**src/rtl/key_event_fifo.sv**
```systemverilog
// ---------------------------------------------------------------------------
// key_event_fifo
//   Small show-ahead FIFO between a keypad scanner and an SPI shifter. Each
//   capture request stores the current {cols,rows} code; the consumer drains
//   the head entry with a valid/ready handshake.
//
// Optional feature macro: KEY_REPEAT_FILTER_EN
//   When defined, a held key (latch_en high on consecutive cycles with the
//   same code) is enqueued only once per latch_en burst.
//
// Parameters
//   ROW_W  row-code width
//   COL_W  column-code width
//   DEPTH  number of entries (power of two, >= 2)
//
// Ports
//   clk         single clock, rising edge
//   rst         synchronous active-high reset
//   latch_en    capture request for the current key code
//   rows, cols  key code inputs
//   data_out    head entry {cols,rows}; all-zero while empty
//   data_valid  FIFO holds at least one entry
//   data_ready  consumer accepts the head entry
//   count       number of stored entries
//   overflow    sticky flag: a key code was dropped because the FIFO was full
//   ovf_clr     single-cycle clear for overflow (a same-cycle drop wins)
//
// Handshake: an entry is popped on a rising edge where data_valid and
// data_ready are both high; data_ready while empty is ignored. There is no
// same-cycle bypass, so a pushed entry appears on data_out one cycle later.
// ---------------------------------------------------------------------------
module key_event_fifo #(
  parameter int ROW_W = 4,
  parameter int COL_W = 2,
  parameter int DEPTH = 4,
  localparam int DW = COL_W + ROW_W,
  localparam int CW = $clog2(DEPTH + 1)
) (
  input  logic          clk,
  input  logic          rst,
  input  logic          latch_en,
  input  logic [ROW_W-1:0] rows,
  input  logic [COL_W-1:0] cols,
  output logic [DW-1:0] data_out,
  output logic          data_valid,
  input  logic          data_ready,
  output logic [CW-1:0] count,
  output logic          overflow,
  input  logic          ovf_clr
);

  localparam int AW = $clog2(DEPTH);
  localparam logic [CW-1:0] FULL_CNT = CW'(DEPTH);

  logic [DW-1:0] r_mem [DEPTH];
  logic [AW-1:0] r_wr_ptr;
  logic [AW-1:0] r_rd_ptr;
  logic [CW-1:0] r_count;
  logic          r_overflow;

  logic [DW-1:0] w_code;
  logic          w_req;
  logic          w_pop;
  logic          w_push;
  logic          w_drop;

  assign w_code = {cols, rows};
  assign w_pop  = (r_count != '0) && data_ready;
  // A full FIFO still accepts a push when the head leaves on the same edge.
  assign w_push = w_req && ((r_count != FULL_CNT) || w_pop);
  assign w_drop = w_req && !w_push;

`ifdef KEY_REPEAT_FILTER_EN
  logic          r_last_en;
  logic [DW-1:0] r_last_code;

  // Suppress a request that continues a burst with the code already queued.
  assign w_req = latch_en && !(r_last_en && (w_code == r_last_code));

  always_ff @(posedge clk) begin
    if (rst) begin
      r_last_en   <= 1'b0;
      r_last_code <= '0;
    end else begin
      r_last_en <= latch_en;
      if (w_push) r_last_code <= w_code;
    end
  end
`else
  assign w_req = latch_en;
`endif

  // Storage needs no reset: entries are only visible while counted.
  always_ff @(posedge clk) begin
    if (!rst && w_push) r_mem[r_wr_ptr] <= w_code;
  end

  always_ff @(posedge clk) begin
    if (rst) begin
      r_wr_ptr   <= '0;
      r_rd_ptr   <= '0;
      r_count    <= '0;
      r_overflow <= 1'b0;
    end else begin
      if (w_push) r_wr_ptr <= r_wr_ptr + AW'(1);
      if (w_pop)  r_rd_ptr <= r_rd_ptr + AW'(1);
      case ({w_push, w_pop})
        2'b10:   r_count <= r_count + CW'(1);
        2'b01:   r_count <= r_count - CW'(1);
        default: r_count <= r_count;
      endcase
      if (w_drop)       r_overflow <= 1'b1;
      else if (ovf_clr) r_overflow <= 1'b0;
    end
  end

  assign data_valid = (r_count != '0);
  assign data_out   = data_valid ? r_mem[r_rd_ptr] : '0;
  assign count      = r_count;
  assign overflow   = r_overflow;

endmodule
```
**config.mk**
```make
export PLATFORM = sky130hd
export DESIGN_NAME = key_event_fifo
export DESIGN_NICKNAME = d
export VERILOG_FILES = /design/src/rtl/key_event_fifo.sv
export SDC_FILE = /design/constraint.sdc
export NUM_CORES = 1
export LEC_CHECK = 0
export ABC_AREA = 1
export CORE_MARGIN = 1
export CORE_UTILIZATION = 30
export CTS_BUF_LIST = sky130_fd_sc_hd__clkbuf_2 sky130_fd_sc_hd__clkbuf_4 sky130_fd_sc_hd__clkbuf_8
export DETAILED_ROUTE_END_ITERATION = 10
export PLACE_DENSITY_LB_ADDON = 0.3
export SETUP_SLACK_MARGIN = 0.05
export SLEW_MARGIN = 20
export SYNTH_ARGS = -nofsm -noshare
export SYNTH_HDL_FRONTEND = slang
export SYNTH_SLANG_ARGS = --single-unit
```
**constraint.sdc**
```tcl
create_clock -name clk -period 1.95 [get_ports clk]
set_input_delay 0.2925 -clock clk [delete_from_list [all_inputs] [get_ports clk]]
set_output_delay 0.2925 -clock clk [all_outputs]
set_load 0.02 [all_outputs]
```
==> flow_summary.toml <==
[clock_tree]
htree_levels = 2
clk_latency_ns = 0.29
clock-root-buffer = "clkbuf_8"
clock_path_buffers = 2
cts_tree = "built"
path_clk_slew_ns = 0.07
clock_sinks = 34
holdBufCountCts = 0
cts_made_buffers = 5

[grt]
first_global_vias = 999
grt.overflow.total = 0
grt_pass1_wl_mm = 4.63
grt_max_degree = 12
antenna_found_initial = 0
grt_usage = 0.121

[worst_setup_path]
crit_arrival_ns = 1.50
startpoint_type = "flip-flop"
crit_type = "reg -> out"
end_kind = "output pin"
cp.required_ns = 1.66
worst-path-max-fanout = 6

[route]
routed_wl_mm = 2.82
ant_nets = 0
drc = 0
routed-via-count = 1037
first_pass_iters = 4
first_iter_violations = 70
post_drt_wl_per_cell_um = 11.2
viasPerCell = 4.13

[placed_design]
dp_hpwl_mm = 2.07
place_congestion = 0.773
placed_area_sq_mm = 0.00186
portBuffers = 21

[synthesis]
yosysSeqAreaShare = 0.621
yosysWarnings = 0
ys_ff_latch = 34
synth_fp_nets = 161
synth_top_area_share = 0.486
synth_area_leader_cell = "edfxtp_1"
syn-mean-instance-area_sq_um = 10.2
synth.distinct_cells = 23
synthesis.area_sq_mm = 0.00148
syn_inst = 145
synth.area.top_cells = "edfxtp_1 (49%), dfxtp_1 (13%), nor2_1 (8.9%), o21ai_0 (4.7%), inv_1 (4.3%)"

[die]
pin_count = 22
num_rows = 25
core_area_sq_mm = 0.00475
initial_core_util = 0.312
die_area_sq_mm = 0.00523
die_w_um = 72.3
die_y_um = 72.3

[pwr]
p_total_mw = 1.88
p_leak_nw = 0.769
power.density_mw_per_mm2 = 979
vdd_drop_max_mv = 0.596

[hold_path]
hp-class = "reg -> reg"

[sta]
min_period_over_period = 0.922
post-route-min-period_ns = 1.80
slew_violations = 0
skew_ns = 0.00796
clock.fmax_mhz = 556
worst_slew_pin_slew_ns = 0.260
hold_violations = 0
rsz0062_at_grt = "false"
slew_headroom = 0.827
fin_tns_setup_ns = 0
finalSetupViolations = 0

[layout]
antenna_cells = 0
finish.instance_area_sq_mm = 0.00192
postLayoutCoreUtil = 0.404
layout-drive-gt1-share = 0.201
syn_to_final_growth_pct = 29.3
fill_cells = 489
finalNetCount = 199

[outcome]
status = "finished clean"

[run]
maxCapViolCount = 0
-- layout make-up --
class,instances,area [sq um],share of cell area
Tap cell,67,83.8,0.0437
Sequential cell,34,922,0.480
Inverter,20,75.1,0.0391
Clock inverter,3,16.3,0.00847
Clock buffer,5,68.8,0.0359
Multi-Input combinational cell,89,479,0.250
Timing Repair Buffer,33,274,0.143
-- path summary, 6_finish.rpt --
kind | endpoint | start | depth (start not counted) | slack [ns]
min reg2reg | overflow | overflow | 2 | 0.47
max | data_out[1] | count[1] | 5 | 0.15
min | overflow | overflow | 2 | 0.47
max reg2reg | count[2] | count[1] | 10 | 0.33
-- power breakdown --
group	switching, mW	internal, mW	total (mW)
clock	0.265	0.244	0.509
combinational	0.310	0.210	0.521
sequential	0.0307	0.819	0.850
total	0.606	1.27	1.88
-- routing by layer --
layer  GRT usage  wire [um]  up-vias
met1       0.146       1330      450
met2       0.199       1280       29
li1            -          -      554
met3      0.0444        177        4
met4      0.0392         34        0
met5           0          0        -
-- through the flow --
stage,std cells,hold WS (ns),setup WS (ns)
floorplan,145,0.362,0.247
global placement,243,0.462,0.0182
detailed placement,243,0.460,0.00978
CTS,251,0.468,0.0721
global route,251,0.510,0.0793
finish,251,0.465,0.153
-- worst max-delay path, stage by stage, from the launching register on --
cell and delay, ns:
dfxtp_1 0.34, nor2_4 0.18, nand2_4 0.09, inv_1 0.22, a21oi_1 0.06, dlygate4sd2_1 0.32
-- synthesized netlist by cell type --
cell type and n:
or2_0 1, a21oi_2 1, nand3_1 4, nor2_1 35, nor2_2 2, inv_1 17, nor2_4 1, nand2_1 7
inv_2 3, fa_1 1, o21ai_0 14, clkbuf_1 1, nand4_1 2, buf_2 1, o21ai_1 1, nand2_4 3
and3_1 1, dfxtp_1 10, a21oi_1 10, edfxtp_1 24, nand2_2 1, and2_4 1, ha_1 4
-- sequential cells by signal (all words and copies together) (netlist names), named ones only --
| signal | count |
|---|---|
| r_mem | 24 |
| count | 3 |
| r_rd_ptr | 2 |
| r_wr_ptr | 2 |
| overflow | 1 |
-- kinds of logic after synthesis --
logic type / after synthesis / share of synthesized area
DFF: 34 / 0.621
and+or+nand+nor: 58 / 0.186
AOI/OAI and AO/OA: 26 / 0.0902
adders and majority gates: 5 / 0.0472
buffers and inverters: 22 / 0.0565
-- placed cells by master, fill, tap and decap left out, drive strengths merged --
master / Yosys / routed
dfxtp: 10 / 10
nand3: 4 / 4
a21oi: 11 / 11
clkbuf: 1 / 10
inv: 20 / 20
clkdlybuf4s50: 0 / 15
nor2: 38 / 38
nand4: 2 / 2
dlygate4sd2: 0 / 1
and3: 1 / 1
edfxtp: 24 / 24
ha: 4 / 4
clkinvlp: 0 / 1
fa: 1 / 1
and2: 1 / 1
nand2: 11 / 11
clkinv: 0 / 2
o21ai: 15 / 15
or2: 1 / 1
buf: 1 / 12
-- timing repair --
action,in CTS,in global routing
endpoints found under the setup margin,6,6
resized for setup,6,11
setup buffers,0,0
No activity file was read; power rests on OpenSTA's default activity.
